==> src/rtl/link_frame_sequencer_pkg.sv <==
// Shared definitions for the coded-link frame sequencer.
// Holds the sequencer state encoding, default geometry of the link and a
// population-count helper used for bit-error reporting.
package link_pkg;

  typedef enum logic [1:0] {
    IDLE  = 2'd0,
    TX    = 2'd1,
    DRAIN = 2'd2,
    OUT   = 2'd3
  } state_t;

  localparam int DEF_FRAME_W  = 28;
  localparam int DEF_SYM_W    = 2;
  localparam int DEF_CHAN_LAT = 3;
  localparam int DEF_CNT_W    = 32;

  // Widest frame the popcount helper can handle; callers zero-extend into it.
  localparam int POP_MAX_W = 256;

  function automatic logic [8:0] popcount(input logic [POP_MAX_W-1:0] v);
    logic [8:0] cnt;
    cnt = 9'd0;
    for (int i = 0; i < POP_MAX_W; i++) begin
      cnt = cnt + 9'(v[i]);
    end
    return cnt;
  endfunction

endpackage

==> src/rtl/link_frame_sequencer_sym_valid_delay.sv <==
// Models the modulator/channel/demodulator latency for the symbol strobe.
// Ports:
//   clk - clock
//   clr - synchronous clear of every stage (flushes in-flight strobes)
//   d   - strobe in (symbol launched this cycle)
//   q   - strobe delayed by DEPTH cycles (symbol arriving this cycle)
module sym_valid_delay #(
  parameter int DEPTH = 3
) (
  input  logic clk,
  input  logic clr,
  input  logic d,
  output logic q
);

  logic [DEPTH-1:0] r_sh;

  // Shift register, stage 0 nearest the input
  always_ff @(posedge clk) begin
    if (clr) begin
      r_sh <= {DEPTH{1'b0}};
    end else begin
      r_sh <= (r_sh << 1) | DEPTH'(d);
    end
  end

  assign q = r_sh[DEPTH-1];

endmodule

==> src/rtl/link_frame_sequencer.sv <==
// Frame sequencer for the coded modem link.
// Accepts one frame (with optional error injection), serialises it into
// SYM_W-bit symbols, recaptures the demodulated symbols CHAN_LAT cycles
// later, and presents the rebuilt frame with its bit-error count.
// Ports:
//   clk, rst                 - clock, synchronous active-high reset
//   in_valid/in_ready/in_data - frame input handshake
//   err_en, err_mask         - injection control, sampled at acceptance
//   sym_o, sym_o_valid       - symbols to the modulator
//   sym_i                    - symbols from the demodulator
//   out_valid/out_ready/out_data, out_err_bits - received frame output
//   total_err_bits, frame_cnt, clear_stats     - cumulative statistics
module link_frame_sequencer
  import link_pkg::*;
#(
  parameter int FRAME_W  = DEF_FRAME_W,
  parameter int SYM_W    = DEF_SYM_W,
  parameter int CHAN_LAT = DEF_CHAN_LAT,
  parameter int CNT_W    = DEF_CNT_W,
  localparam int ERR_W   = $clog2(FRAME_W + 1)
) (
  input  logic               clk,
  input  logic               rst,
  input  logic               in_valid,
  output logic               in_ready,
  input  logic [FRAME_W-1:0] in_data,
  input  logic               err_en,
  input  logic [FRAME_W-1:0] err_mask,
  output logic [SYM_W-1:0]   sym_o,
  output logic               sym_o_valid,
  input  logic [SYM_W-1:0]   sym_i,
  output logic               out_valid,
  input  logic               out_ready,
  output logic [FRAME_W-1:0] out_data,
  output logic [ERR_W-1:0]   out_err_bits,
  output logic [CNT_W-1:0]   total_err_bits,
  output logic [15:0]        frame_cnt,
  input  logic               clear_stats
);

  localparam int NSYM  = FRAME_W / SYM_W;
  localparam int IDX_W = (NSYM > 1) ? $clog2(NSYM) : 1;
  localparam int SUM_W = CNT_W + 1;
  localparam logic [IDX_W-1:0] LAST_IDX = IDX_W'(NSYM - 1);

  state_t r_state;
  state_t w_state_nxt;

  logic               w_in_ready, w_accept, w_deliver;
  logic               w_last_tx, w_last_rx, w_cap_valid;
  logic [FRAME_W-1:0] w_tx_in, w_rx_full;
  logic [SUM_W-1:0]   w_sum;

  logic [FRAME_W-1:0] r_clean, r_tx_sh, r_rx, r_out_data;
  logic [IDX_W-1:0]   r_tx_idx, r_rx_idx;
  logic [SYM_W-1:0]   r_sym_o;
  logic               r_sym_o_valid, r_out_valid;
  logic [ERR_W-1:0]   r_out_err;
  logic [CNT_W-1:0]   r_total;
  logic [15:0]        r_frame_cnt;

  assign w_tx_in   = in_data ^ (err_en ? err_mask : {FRAME_W{1'b0}});
  // Received symbols enter at the top so symbol 0 ends up in the low bits.
  assign w_rx_full = {sym_i, r_rx[FRAME_W-1:SYM_W]};
  assign w_last_tx = (r_state == TX) && (r_tx_idx == LAST_IDX);
  assign w_last_rx = w_cap_valid && (r_rx_idx == LAST_IDX);
  assign w_sum     = {1'b0, r_total} + SUM_W'(r_out_err);

  sym_valid_delay #(.DEPTH(CHAN_LAT)) u_dly (
    .clk (clk),
    .clr (rst),
    .d   (r_sym_o_valid),
    .q   (w_cap_valid)
  );

  // State register
  always_ff @(posedge clk) begin
    if (rst) begin
      r_state <= IDLE;
    end else begin
      r_state <= w_state_nxt;
    end
  end

  // Next-state logic
  always_comb begin
    w_state_nxt = r_state;
    case (r_state)
      IDLE:    w_state_nxt = in_valid ? TX : IDLE;
      TX:      w_state_nxt = w_last_tx ? DRAIN : TX;
      DRAIN:   w_state_nxt = w_last_rx ? OUT : DRAIN;
      OUT: begin
        if (out_ready) begin
          w_state_nxt = in_valid ? TX : IDLE;
        end else begin
          w_state_nxt = OUT;
        end
      end
      default: w_state_nxt = IDLE;
    endcase
  end

  // Handshake decode; delivery and a new acceptance may share a cycle
  always_comb begin
    w_in_ready = (r_state == IDLE) || ((r_state == OUT) && out_ready);
    w_accept   = in_valid && w_in_ready;
    w_deliver  = (r_state == OUT) && out_ready;
  end

  // Transmit path: latch frame, shift out one symbol per cycle
  always_ff @(posedge clk) begin
    if (rst) begin
      r_clean       <= {FRAME_W{1'b0}};
      r_tx_sh       <= {FRAME_W{1'b0}};
      r_tx_idx      <= {IDX_W{1'b0}};
      r_sym_o       <= {SYM_W{1'b0}};
      r_sym_o_valid <= 1'b0;
    end else if (w_accept) begin
      r_clean       <= in_data;
      r_tx_sh       <= w_tx_in >> SYM_W;
      r_sym_o       <= w_tx_in[SYM_W-1:0];
      r_sym_o_valid <= 1'b1;
      r_tx_idx      <= {IDX_W{1'b0}};
    end else if (r_state == TX) begin
      if (w_last_tx) begin
        r_sym_o_valid <= 1'b0;
      end else begin
        r_sym_o  <= r_tx_sh[SYM_W-1:0];
        r_tx_sh  <= r_tx_sh >> SYM_W;
        r_tx_idx <= r_tx_idx + IDX_W'(1);
      end
    end
  end

  // Receive path: capture on the delayed strobe, publish on the last symbol
  always_ff @(posedge clk) begin
    if (rst) begin
      r_rx        <= {FRAME_W{1'b0}};
      r_rx_idx    <= {IDX_W{1'b0}};
      r_out_data  <= {FRAME_W{1'b0}};
      r_out_err   <= {ERR_W{1'b0}};
      r_out_valid <= 1'b0;
    end else begin
      if (w_cap_valid) begin
        r_rx     <= w_rx_full;
        r_rx_idx <= w_last_rx ? {IDX_W{1'b0}} : (r_rx_idx + IDX_W'(1));
      end
      if (w_last_rx) begin
        r_out_data <= w_rx_full;
        r_out_err  <= ERR_W'(popcount(POP_MAX_W'(r_clean ^ w_rx_full)));
      end
      r_out_valid <= (w_state_nxt == OUT);
    end
  end

  // Statistics: clear wins over a same-cycle delivery; error sum saturates
  always_ff @(posedge clk) begin
    if (rst || clear_stats) begin
      r_total     <= {CNT_W{1'b0}};
      r_frame_cnt <= 16'd0;
    end else if (w_deliver) begin
      r_frame_cnt <= r_frame_cnt + 16'd1;
      r_total     <= w_sum[CNT_W] ? {CNT_W{1'b1}} : w_sum[CNT_W-1:0];
    end
  end

  assign in_ready       = w_in_ready;
  assign sym_o          = r_sym_o;
  assign sym_o_valid    = r_sym_o_valid;
  assign out_valid      = r_out_valid;
  assign out_data       = r_out_data;
  assign out_err_bits   = r_out_err;
  assign total_err_bits = r_total;
  assign frame_cnt      = r_frame_cnt;

endmodule

==> config.mk <==
export PLATFORM = sky130hd
export DESIGN_NAME = link_frame_sequencer
export DESIGN_NICKNAME = d
export VERILOG_FILES = /design/src/rtl/link_frame_sequencer_pkg.sv /design/src/rtl/link_frame_sequencer_sym_valid_delay.sv /design/src/rtl/link_frame_sequencer.sv
export SDC_FILE = /design/constraint.sdc
export NUM_CORES = 1
export LEC_CHECK = 0
export CAP_MARGIN = 25
export CORE_ASPECT_RATIO = 1.5
export CORE_MARGIN = 1
export CORE_UTILIZATION = 50
export DETAILED_ROUTE_END_ITERATION = 8
export DONT_BUFFER_PORTS = 1
export HOLD_SLACK_MARGIN = 0.03
export MAX_ROUTING_LAYER = met4
export PLACE_DENSITY = 0.72
export SLEW_MARGIN = 20
export SYNTH_ARGS = -nofsm -noshare
export SYNTH_HDL_FRONTEND = slang
export SYNTH_SLANG_ARGS = --single-unit
==> constraint.sdc <==
create_clock -name clk -period 10.1 [get_ports clk]
set_input_delay 3.03 -clock clk [delete_from_list [all_inputs] [get_ports clk]]
set_output_delay 3.03 -clock clk [all_outputs]
set_load 0.05 [all_outputs]
==> results of run 1 <==
-- power by group through the flow --
stage	sequential, uW	clock, uW	combinational, uW
CTS	737	629	231
finish	737	616	225
detailed placement	752	0	227
global placement	752	0	214
global route	738	655	266
floorplan	748	0	195
-- worst register-to-register path: stages, from the launching register on --
cell and delay (ns):
dfxtp_1 0.34, xnor2_1 0.16, fa_1 0.54, inv_1 0.09, fa_1 0.51, fa_1 0.52
fa_1 0.56, inv_1 0.06, fa_1 0.51, fa_1 0.55, inv_1 0.04, ha_1 0.22
fa_1 0.40, a21o_1 0.19, a21oi_1 0.16, xnor2_1 0.13, nand2_1 0.06, a21oi_1 0.14
-- registers in the layout, summed over array words and instances, names as in the netlist, 4 cells and up --
name and cells:
out_data 28, r_clean 28, frame_cnt 16, r_rx_idx 4, r_tx_sh 26, r_tx_idx 4
r_rx 26, total_err_bits 32, out_err_bits 5
-- cell type report --
cell class | count | area (um^2)
Inverter | 26 | 97.6
Fill cell | 1502 | 7270
Clock inverter | 13 | 100
Sequential cell | 178 | 3560
Multi-Input combinational cell | 725 | 4540
Clock buffer | 19 | 443
Timing Repair Buffer | 8 | 56.3
Tap cell | 206 | 258
-- kinds of logic after synthesis --
logic type,Yosys count
xor gates and xnor gates,96
adders and majority gates,39
buffers and inverters,85
AOI/OAI and AO/OA,165
and+or+nand+nor,396
muxes,29
DFF,178
-- layer usage --
layer  part of all wire  GRT usage  vias up
met5                  0          -        -
met4              0.024     0.0934        0
met3              0.055     0.0609       31
met2               0.51      0.391      165
met1               0.41      0.254     3123
li1                   -          -     3278
-- worst max-delay path by stage --
stage          depth (start not counted)                            to  startpoint  slack (ns)
6_report                              18  out_err_bits[4]$_SDFFE_PP0P_    sym_i[1]        2.75
5_1_grt                               18  out_err_bits[4]$_SDFFE_PP0P_    sym_i[1]        2.61
4_1_cts                               18  out_err_bits[4]$_SDFFE_PP0P_    sym_i[1]        2.74
3_5_place_dp                          18  out_err_bits[4]$_SDFFE_PP0P_    sym_i[1]        2.30
3_3_place_gp                          18  out_err_bits[4]$_SDFFE_PP0P_    sym_i[1]        2.40
2_1_floorplan                         18  out_err_bits[4]$_SDFFE_PP0P_    sym_i[1]        2.50
-- layout by cell type, fill, tap and decap left out, types with 5 or more instances in the layout --
cell type,Yosys,routed
a211oi_1,9,9
a21oi_1,95,95
a311oi_1,30,30
a31oi_1,5,5
and3_1,9,9
and4_1,6,6
buf_4,1,7
clkbuf_16,0,17
dfxtp_1,178,177
fa_1,21,21
ha_1,18,18
inv_1,26,26
inv_6,0,5
mux2i_1,28,28
nand2_1,227,226
nand3_1,16,16
nand4_1,17,17
nor2_1,80,80
nor2b_1,8,8
nor3_1,9,9
o21ai_0,10,10
xnor2_1,57,57
xor2_1,39,39
-- stage by stage --
stage	hold WS [ns]	utilization	area, um^2
after floorplan	0.414	-	8430
after global placement	0.418	0.520	8500
after detailed placement	0.431	0.520	8500
after CTS	0.442	0.554	9040
after global routing	0.467	0.555	9060
final	0.446	0.555	9060
==> results.py, run 1 <==
metrics = {
    "sta": {
        "fin_skew_ns": 0.0119,
        "worstMarginPinSlew_ns": 0.999,
        "min_period_over_period": 0.727,
        "hold_viol": 0,
        "slew_headroom": 0.334,
        "finalSetupViolCount": 0,
        "min_period_ns": 7.35,
        "max_freq_ghz": 0.136,
        "drv_slew": 0,
        "rsz0062_at_grt": "false",
        "layout_setup_ws_ns": 2.75,
        "fin_tns_setup_ns": 0,
    },
    "synthesis": {
        "ys_top_cells_by_count": "227 x nand2_1, 178 x dfxtp_1, 95 x a21oi_1",
        "synth_area_leaders": "dfxtp_1 42%, nand2_1 10%, xnor2_1 5.9%",
        "syn_nets": 1091,
        "synth_top_family_by_area": "simple AND/OR/NAND/NOR gates",
        "ys_types": 46,
        "synthesis.area_mm2": 0.00843,
        "synth_xor_area_frac": 0.0998,
        "synth_simple_gate_area_frac": 0.205,
        "yosysTopAreaCellShare": 0.423,
        "avgSynthCellArea_um2": 8.53,
        "synth-main-ff-cell": "dfxtp_1",
        "synth_area_leader_cell": "dfxtp_1",
        "synth_enable_flop_cells": 0,
        "synthArstFlopShare": 0,
        "synth_seq_area_share": 0.423,
        "ys_ff_latch": 178,
        "synthCells": 988,
        "yosys_warnings": 0,
        "synthMostInstantiatedCell": "nand2_1",
        "muxShareOfSynthArea": 0.0346,
        "synth-compound-area-share": 0.122,
        "synth_fa_ha_area_frac": 0.0766,
    },
    "pwr": {
        "sequentialPowerShare": 0.467,
        "power.switching_uw": 434,
        "power_density_mw_per_mm2": 174,
        "internal_power_uw": 1140,
        "total_power_uw": 1580,
        "clkPwrFrac": 0.390,
        "p_leak_uw": 0.00325,
        "p_sw_frac": 0.275,
        "ir_drop_uv": 112,
        "pwr-share-comb": 0.143,
    },
    "min_path": {
        "min_to": "u_dly.r_sh[2]$_SDFF_PP0_",
        "min_path_type": "reg2reg",
        "worstHoldStart": "u_dly.r_sh[1]$_SDFF_PP0_",
        "holdPathStages": 1,
    },
    "worst_setup_path": {
        "crit_family": "adder cells",
        "path_cells": "xor2_1 -> fa_1 -> inv_1 -> fa_1 -> fa_1 -> inv_1 -> fa_1 -> inv_1 -> fa_1 -> fa_1 -> inv_1 -> ha_1 -> fa_1 -> a21o_1 -> a21oi_1 -> xnor2_1 -> nand2_1 -> a21oi_1",
        "cp-end-kind": "flip-flop",
        "cpMostUsedCell": "fa_1",
        "cp.arrival_ns": 7.71,
        "crit_type": "in2reg",
        "crit_path_top_delay_cell": "fa_1",
        "r2r-start": "r_rx[2]$_SDFFE_PP0P_",
        "critPathLaunchType": "input port",
        "rr_worst_depth": 17,
        "crit_fanout": 3,
        "slowest_delay_ns": 0.55,
        "rrSetupSlack_ns": 4.83,
        "crit_buf_inv": 4,
        "r2r_end": "out_err_bits[4]$_SDFFE_PP0P_",
        "worstPathRequired_ns": 10.46,
    },
    "cells_and_area": {
        "syn_to_final_growth_pct": 7.51,
        "drive_above_1_share": 0.0537,
        "finalNetCount": 1059,
        "final_cells": 1175,
        "n_antenna_cell": 0,
    },
    "route": {
        "detail_route.wl_per_cell_um": 16.2,
        "vias_per_cell": 5.61,
        "drc_errors": 0,
        "vias": 6597,
        "routed_wl_mm": 19.0,
        "dr.first_iter.drc_count": 482,
        "first_pass_iters": 5,
        "postRouteAntennaNets": 0,
    },
    "run": {
        "max_cap_viol_count": 0,
    },
    "floorplanning": {
        "start_util": 0.516,
        "ios": 150,
        "rows": 57,
        "die_w_um": 108,
        "die_y_um": 161,
        "core_mm2": 0.0163,
        "dieArea_mm2": 0.0174,
    },
    "clock_network": {
        "cts_hold_buf": 0,
        "cts_tree": "built",
        "cts_buffers": 17,
        "clock_latency_ns": 0.43,
        "postCtsSetupRepairBufs": 0,
        "cts-root-buf": "clkbuf_16",
        "htreeDepth": 4,
        "clk_path_buf_depth": 2,
        "cts_resized": 0,
        "clk_pin_slew_worst_paths_ns": 0.07,
        "clkSinkCount": 178,
    },
    "place": {
        "gp_congestion": 0.838,
        "port_buffers": 0,
        "hpwl_mm": 13.4,
        "place_inst": 1140,
        "pre_cts_ws_ns": 2.30,
    },
    "global_route": {
        "grt_max_degree": 133,
        "grt-ovfl-total": 0,
        "grt_pass1_wl_mm": 30.5,
        "grt_antenna_before_repair": 0,
        "grt_usage": 0.231,
        "first_global_vias": 6182,
    },
    "status": {
        "status": "finished clean",
    },
}
(Power assumes the default switching activity.)
==> inputs of run 2 (changes only) <==
--- a/config.mk
+++ b/config.mk
@@ -13,7 +13,7 @@
 export DONT_BUFFER_PORTS = 1
 export HOLD_SLACK_MARGIN = 0.03
 export MAX_ROUTING_LAYER = met4
-export PLACE_DENSITY = 0.72
+export PLACE_DENSITY = 0.75
 export SLEW_MARGIN = 20
 export SYNTH_ARGS = -nofsm -noshare
 export SYNTH_HDL_FRONTEND = slang
==> constraint.sdc (replaced) <==
create_clock -name clk -period 6.6 [get_ports clk]
set_input_delay 1.98 -clock clk [delete_from_list [all_inputs] [get_ports clk]]
set_output_delay 1.98 -clock clk [all_outputs]
set_load 0.05 [all_outputs]
==> results.py, run 2 (synthesized netlist as in run 1, its figures left out) <==
metrics = {
    "cells_and_area": {
        "n_antenna_cell": 0,
        "syn_to_final_growth_pct": 8.70,
        "drive_above_1_share": 0.0566,
        "finalNetCount": 1061,
        "finalInstanceArea_mm2": 0.00916,
        "final_common_cell": "nand2_1",
        "mostFrequentLayoutCells": "226 x nand2_1, 177 x dfxtp_1, 95 x a21oi_1",
        "final_cells": 1177,
        "largest_reg_flops": 32,
    },
    "status": {
        "status": "finished clean",
    },
    "floorplanning": {
        "die_y_um": 161,
        "rows": 57,
        "ios": 150,
        "start_util": 0.516,
        "dieArea_mm2": 0.0174,
        "die_w_um": 108,
        "core_mm2": 0.0163,
    },
    "place": {
        "place_inst": 1144,
        "gp_congestion": 0.870,
        "port_buffers": 0,
        "place_area_mm2": 0.00855,
        "hpwl_mm": 13.5,
    },
    "clock_network": {
        "cts_hold_buf": 0,
        "clkSinkCount": 178,
        "cts_resized": 0,
        "htreeDepth": 4,
        "postCtsSetupRepairBufs": 0,
        "clk_pin_slew_worst_paths_ns": 0.06,
        "cts-root-buf": "clkbuf_16",
        "cts_buffers": 17,
        "cts_tree": "built",
        "clock_latency_ns": 0.42,
        "clk_path_buf_depth": 2,
    },
    "global_route": {
        "first_global_vias": 6222,
        "grt_pass1_wl_mm": 30.5,
        "grt_usage": 0.229,
        "grt_antenna_before_repair": 0,
        "grt_max_degree": 133,
        "grt-ovfl-total": 0,
    },
    "route": {
        "postRouteAntennaNets": 0,
        "vias": 6547,
        "first_pass_iters": 4,
        "drc_errors": 0,
        "vias_per_cell": 5.56,
        "routed_wl_mm": 18.9,
        "dr.first_iter.drc_count": 458,
        "detail_route.wl_per_cell_um": 16.0,
    },
    "sta": {
        "fin_tns_setup_ns": 0,
        "drv_slew": 0,
        "max_freq_ghz": 0.160,
        "min_period_over_period": 0.948,
        "worst_hold_slack_ns": 0.445,
        "worstMarginPinSlew_ns": 0.980,
        "slew_headroom": 0.347,
        "finalSetupViolCount": 0,
        "fin_skew_ns": 0.00834,
        "min_period_ns": 6.25,
        "rsz0062_at_grt": "false",
        "hold_viol": 0,
    },
    "worst_setup_path": {
        "critPathLaunchType": "input port",
        "worstPathRequired_ns": 6.95,
        "cp-end-kind": "flip-flop",
        "crit_type": "in2reg",
        "cp.arrival_ns": 6.60,
        "crit_fanout": 3,
    },
    "pwr": {
        "p_leak_uw": 0.00329,
        "total_power_uw": 2500,
        "ir_drop_uv": 192,
        "power_density_mw_per_mm2": 273,
    },
    "min_path": {
        "min_path_type": "reg2reg",
    },
    "run": {
        "max_cap_viol_count": 0,
    },
}
[run 2: changes by cell type in the layout (fill, tap and decap cells not counted), moves of 2 or more]
| cell | delta |
|---|---|
| inv_6 | -3 |
| clkinv_2 | -2 |
| bufinv_16 | +2 |
| clkbuf_1 | -2 |
[run 2: worst paths after layout]
kind	startpoint	to	slack [ns]	depth (start not counted)
setup / recovery	sym_i[1]	out_err_bits[4]$_SDFFE_PP0P_	0.35	18
setup reg to reg	r_rx[2]$_SDFFE_PP0P_	out_err_bits[4]$_SDFFE_PP0P_	1.32	17
hold reg to reg	u_dly.r_sh[1]$_SDFF_PP0_	u_dly.r_sh[2]$_SDFF_PP0_	0.44	1
hold / removal	u_dly.r_sh[1]$_SDFF_PP0_	u_dly.r_sh[2]$_SDFF_PP0_	0.44	1
[run 2: worst max-delay path: stages]
cell,delay (ns)
xor2_1,0.15
fa_1,0.49
inv_1,0.05
fa_1,0.45
fa_1,0.51
inv_1,0.05
fa_1,0.48
inv_1,0.06
fa_1,0.51
fa_1,0.55
inv_1,0.04
ha_1,0.21
fa_1,0.39
a21o_1,0.18
a21oi_1,0.16
xnor2_1,0.13
nand2_1,0.07
a21oi_1,0.14
[run 2: metal layers]
metal / up-vias / share of wire / global-route usage
met4: 0 / 0.025 / 0.101
met5: - / 0 / -
met1: 3086 / 0.40 / 0.245
li1: 3273 / - / -
met2: 159 / 0.51 / 0.393
met3: 29 / 0.065 / 0.0593
[run 2: cell type report]
type / instances / area, um^2
Fill cell: 1497 / 7170
Multi-Input combinational cell: 725 / 4540
Sequential cell: 178 / 3560
Clock buffer: 19 / 453
Tap cell: 206 / 258
Clock inverter: 13 / 151
Inverter: 26 / 97.6
Timing Repair Buffer: 10 / 95.1
[run 2: metrics by stage]
stage                     worst slack (ns)   util
after floorplan                     0.0489      -
after global placement             -0.0169  0.521
after detailed placement           -0.0806  0.523
after CTS                            0.366  0.560
after global routing                 0.155  0.561
final                                0.346  0.561
[run 2: power breakdown]
group          switching, uW  internal, uW
sequential              25.6          1100
combinational            192           159
clock                    438           585
total                    655          1850
==> inputs of run 3 (changes only) <==
--- a/config.mk
+++ b/config.mk
@@ -11,6 +11,7 @@
 export CORE_UTILIZATION = 50
 export DETAILED_ROUTE_END_ITERATION = 8
 export DONT_BUFFER_PORTS = 1
+export GPL_ROUTABILITY_DRIVEN = 1
 export HOLD_SLACK_MARGIN = 0.03
 export MAX_ROUTING_LAYER = met4
 export PLACE_DENSITY = 0.75
==> constraint.sdc (replaced) <==
create_clock -name clk -period 5.3 [get_ports clk]
set_input_delay 1.59 -clock clk [delete_from_list [all_inputs] [get_ports clk]]
set_output_delay 1.59 -clock clk [all_outputs]
set_load 0.05 [all_outputs]
==> results.py, run 3 (synthesized netlist as in run 1, its figures left out) <==
metrics = {
    "global_route": {
        "grt_usage": 0.226,
        "grt_pass1_wl_mm": 30.2,
        "first_global_vias": 6173,
        "grt_max_degree": 133,
        "grt-ovfl-total": 0,
        "grt_antenna_before_repair": 0,
    },
    "clock_network": {
        "clk_pin_slew_worst_paths_ns": 0.07,
        "clkSinkCount": 178,
        "htreeDepth": 4,
        "cts_tree": "built",
        "clock_latency_ns": 0.43,
        "cts-root-buf": "clkbuf_16",
        "cts_buffers": 17,
        "cts_hold_buf": 0,
        "clk_path_buf_depth": 2,
    },
    "pwr": {
        "ir_drop_uv": 214,
        "power_density_mw_per_mm2": 349,
        "sequentialPowerShare": 0.433,
        "internal_power_uw": 2410,
        "power.switching_uw": 839,
        "p_leak_uw": 0.00334,
        "total_power_uw": 3250,
        "pwr-share-comb": 0.158,
        "p_sw_frac": 0.258,
        "clkPwrFrac": 0.409,
    },
    "worst_setup_path": {
        "cp-end-kind": "flip-flop",
        "r2r-start": "r_rx[2]$_SDFFE_PP0P_",
        "crit_fanout": 3,
        "cp.arrival_ns": 5.91,
        "critPathLaunchType": "input port",
        "rr_worst_depth": 17,
        "rrSetupSlack_ns": 0.29,
        "r2r_end": "out_err_bits[4]$_SDFFE_PP0P_",
        "worstPathRequired_ns": 5.66,
        "crit_type": "in2reg",
    },
    "cells_and_area": {
        "fill_cells": 1472,
        "final_common_cell": "nand2_1",
        "mostFrequentLayoutCells": "226 x nand2_1, 177 x dfxtp_1, 91 x a21oi_1",
        "multi_input_area_mm2": 0.00459,
        "final_cells": 1183,
        "drive_above_1_share": 0.0778,
        "finalNetCount": 1067,
        "seq_area_mm2": 0.00356,
        "largest_reg_flops": 32,
        "syn_to_final_growth_pct": 10.2,
        "utilization": 0.569,
        "n_antenna_cell": 0,
    },
    "route": {
        "vias_per_cell": 5.57,
        "drc_errors": 0,
        "detail_route.wl_per_cell_um": 15.9,
        "first_pass_iters": 5,
        "routed_wl_mm": 18.9,
        "dr.first_iter.drc_count": 421,
        "postRouteAntennaNets": 0,
        "vias": 6591,
    },
    "sta": {
        "drv_slew": 0,
        "layout_setup_ws_ns": -0.243,
        "rsz0062_at_grt": "true",
        "slew_headroom": 0.350,
        "min_period_over_period": 1.05,
        "finalSetupViolCount": 3,
        "worstMarginPinSlew_ns": 0.974,
        "max_freq_ghz": 0.180,
        "min_period_ns": 5.54,
        "fin_skew_ns": 0.00961,
        "hold_viol": 0,
    },
    "floorplanning": {
        "die_y_um": 161,
        "start_util": 0.516,
        "die_w_um": 108,
        "rows": 57,
        "dieArea_mm2": 0.0174,
        "ios": 150,
        "core_mm2": 0.0163,
    },
    "place": {
        "gp_congestion": 0.874,
        "hpwl_mm": 13.4,
        "port_buffers": 0,
        "place_inst": 1149,
    },
    "run": {
        "max_cap_viol_count": 0,
    },
    "min_path": {
        "worstHoldStart": "u_dly.r_sh[0]$_SDFF_PP0_",
        "holdPathStages": 1,
        "min_to": "u_dly.r_sh[1]$_SDFF_PP0_",
        "min_path_type": "reg2reg",
    },
    "status": {
        "status": "finished, violations left",
        "violations": "setup timing",
    },
}
-- run 3: repair_timing --
| item | in CTS | in global routing |
|---|---|---|
| endpoints found under the setup margin | 4 | 4 |
| setup buffers | 1 | 1 |
| resized for setup | 3 | 11 |
| pin swaps | 4 | 7 |
-- run 3: critical path, stage by stage --
cell and delay, ns:
xor2_2 0.13, fa_1 0.49, inv_2 0.04, fa_2 0.41
fa_1 0.50, inv_2 0.04, fa_2 0.52, inv_2 0.04
fa_1 0.45, fa_1 0.51, inv_2 0.05, ha_4 0.16
fa_2 0.36, a21o_1 0.18, a21oi_2 0.12, xnor2_1 0.12
nand2_1 0.07, a21oi_1 0.12
-- run 3: through the flow --
step | hold slack (ns) | instance area, um^2 | setup slack, ns | TNS, ns
2_1_floorplan | 0.414 | 8440 | -0.625 | -1.79
3_3_place_gp | 0.422 | 8560 | -0.709 | -2.23
3_5_place_dp | 0.420 | 8600 | -0.745 | -2.44
4_1_cts | 0.437 | 9260 | -0.233 | -0.387
5_1_grt | 0.452 | 9290 | -0.408 | -0.933
6_report | 0.435 | 9290 | -0.243 | -0.474
-- run 3: worst max-delay path by stage --
stage,start,to,slack (ns),cells after the start
floorplan,sym_i[1],out_err_bits[4]$_SDFFE_PP0P_,-0.62,18
global placement,sym_i[1],out_err_bits[4]$_SDFFE_PP0P_,-0.71,18
detailed placement,sym_i[1],out_err_bits[4]$_SDFFE_PP0P_,-0.74,18
CTS,sym_i[1],out_err_bits[4]$_SDFFE_PP0P_,-0.23,18
global route,sym_i[1],out_err_bits[4]$_SDFFE_PP0P_,-0.41,18
finish,sym_i[1],out_err_bits[4]$_SDFFE_PP0P_,-0.24,18
-- run 3: cell type report --
cell class,count,area share
clock buffer,20,0.0502
clock inverter,12,0.0182
inverter,26,0.0105
multi-input combinational,725,0.494
sequential,178,0.384
tap,206,0.0277
timing repair buffer,16,0.0155
-- run 3: per-layer routing --
metal | wire length (um) | vias to the layer above | track usage
met2 | 9760 | 190 | 0.391
met5 | 0 | - | -
met1 | 7470 | 3100 | 0.245
li1 | - | 3281 | -
met3 | 1290 | 20 | 0.0605
met4 | 337 | 0 | 0.0828
-- run 3: power groups by stage --
stage	combinational, uW	clock, uW	sequential, uW
final	513	1330	1400
after detailed placement	464	0	1430
after CTS	490	1360	1400
after global routing	593	1410	1410
after global placement	448	0	1430
after floorplan	379	0	1430
==> RTL edit, RTL diff (flow settings as in run 1) <==
Change the package constant `DEF_CHAN_LAT` from 3 to 2.
--- a/src/rtl/link_frame_sequencer_pkg.sv
+++ b/src/rtl/link_frame_sequencer_pkg.sv
@@ -14,3 +14,3 @@
   localparam int DEF_SYM_W    = 2;
-  localparam int DEF_CHAN_LAT = 3;
+  localparam int DEF_CHAN_LAT = 2;
   localparam int DEF_CNT_W    = 32;
Behaviour: no difference found for any inputs over 4 cycles, from zero or initial values and one cycle with rst high; that may be too few to reach the edited logic, so the function may still have changed.
==> RTL edit against run 1 <==
  * First-iteration DRC count is 7.9% lower
  * Die area is 0.73% higher
  * Wire length is 0.94% lower
  * Design area is 0.86% higher
  * Utilization is 0.73 points lower
  * Non-clock buffer count is 2 lower
  * Synthesized area is 0.74% higher
  * Via count is 0.12% lower
  * Worst hold slack better by 1.4 ps
  * Worst setup slack better by 11 ps
  * Sequential cell count is 1 lower
  * Synthesized cell count is 0.20% higher
  * Power is 5.5% higher
  * Critical path type unchanged
  * Largest power group unchanged
==> RTL edit: results (changes against run 1) <==
- Worst Hold Path Cells: 1 (unchanged)
- H-tree depth: 4 (unchanged)
- Start point of the critical path: sym_i[1]
- Worst Hold Class: reg2reg
- Pre-antenna DRT Iters: 4 (-1)
- Non-Filler Instances: 1,177 (+0.17%)
- Lkg Pwr: 3.32 nW (+2.4%)
- Slowest CP cell: fa_1
- # diodes: 0 (unchanged)
- Yosys warnings: 0 (unchanged)
- Synth cell types: 55 (+20%)
- Max reg flops: 32 (unchanged)
- Main synth FF type: dfxtp_1
- Clk_skew: 9.38 ps (-2.52 ps)
- Placed cell count: 1,144 (+0.35%)
- Synth top cells by count: 223 x nand2_1, 177 x dfxtp_1, 84 x nor2_1, 83 x a21oi_1, 54 x xnor2_1
- TritonCTS buffer count: 17 (unchanged)
- Compound-Gate Fraction of Synth Area: 11.7% (-0.50 points)
- Ys async rst share: 0% (unchanged)
- CTS Root Buffer Type: clkbuf_16
- Vias per std cell: 5.60 (-0.29%)
- Initial DRC count: 444 (-7.9%)
- CP peak stage delay: 540 ps
- Hpwl dp: 13,100 um (-2.7%)
- Buffers on Ports: 0 (unchanged)
- Hold-fix buffers at CTS: 0 (unchanged)
- First-pass GRT wire length: 30,400 um (-0.38%)
- Mux cell area share after synthesis: 3.43% (-0.025 points)
- Post-Synth XOR/XNOR Area: 10.0% (+0.030 points)
- Worst r2r src: r_rx[2]
- Max-Slew Margin vs Limit: 28.0% (-5.4 points)
- Sequential share of the synthesized area: 41.7% (-0.55 points)
- Bufs on Longest Clock Path: 2 (unchanged)
- Worst hold start: u_dly.r_sh[0]
- Adder-cell share of the synthesized area: 7.60% (-0.056 points)
- RD Place Congestion: 0.831 (-0.82%)
- Post-cts resize count: 0 (unchanged)
- Max IR drop VDD: 0.000101 V (-9.6%)
- Crit path max fanout: 3 (unchanged)
- GRT Overall Usage: 22.7% (-0.44 points)
- Worst EP arrival: 7690 ps (-20 ps)
- Largest net degree at the start of global routing: 132 (-0.75%)
- Ranking of synthesized cells by area: dfxtp_1 42%, nand2_1 9.9%, xnor2_1 5.6%
- Fraction of layout instances using a drive strength above 1: 5.48% (+0.11 points)
- Postcts setup bufs: 0 (unchanged)
- Status: completed
- Vias in the first global route: 6,230 (+0.78%)
- Initial antenna violation count: 0 (unchanged)
- Syn Area/Cell: 8.58 um^2 (+0.54%)
- Post-DR wirelength/cell: 16.0 um (-1.1%)
RTL edit: changes by cell type after synthesis, sizes merged, moves of 4 or more:
cell     before  now
a2111oi       5    1
nand4        17   22
clkbuf       53   34
a21oi        95   83
xor2         39   43
o21ai        12   27
nand2       228  223
buf           6   26
a211oi        9    4
RTL edit: metrics by stage:
stage | instance area, um^2 | setup WS, ps | hold slack [ps] | utilization, %
finish | 9140 | 2770 | 448 | 54.8
global route | 9140 | 2560 | 470 | 54.8
CTS | 9130 | 2770 | 446 | 54.7
detailed placement | 8510 | 2320 | 430 | 51.0
global placement | 8500 | 2400 | 418 | 50.9
floorplan | 8490 | 2500 | 414 | -
RTL edit: report_power, final:
group          leakage [nW]  switching [mW]  internal [mW]
Clock                 0.306           0.299          0.401
Combinational          1.58           0.127          0.103
Sequential             1.44          0.0180          0.716
RTL edit: routing by layer:
metal  track usage (%)  vias to the layer above  share of wire (%)
met4              7.25                        0                1.7
met5                 -                        -                  0
met2              39.1                      167                 51
li1                  -                     3277                  -
met3              6.21                       25                6.2
met1              24.8                     3120                 41
RTL edit: area by class of cell:
type | instances | area, um^2
well taps | 210 | 263
multi-input cells | 726 | 4560
clock buffers | 19 | 433
fillers | 1569 | 7550
flip-flops and latches | 177 | 3540
repair buffers | 6 | 52.6
inverters | 26 | 97.6
clock inverters | 13 | 188
RTL edit: critical path, delay by kind of cell:
kind	cells	cell delay, ps
xor gates and xnor gates	2	300
and+or+nand+nor	1	80
buffers and inverters	4	190
adders and majority gates	8	3590
AOI/OAI and AO/OA	3	510
RTL edit: final timing paths:
path                          end  slack [ps]
hold / removal      u_dly.r_sh[1]         450
setup reg to reg  out_err_bits[4]        4860
hold reg to reg     u_dly.r_sh[1]         450
setup / recovery  out_err_bits[4]        2770
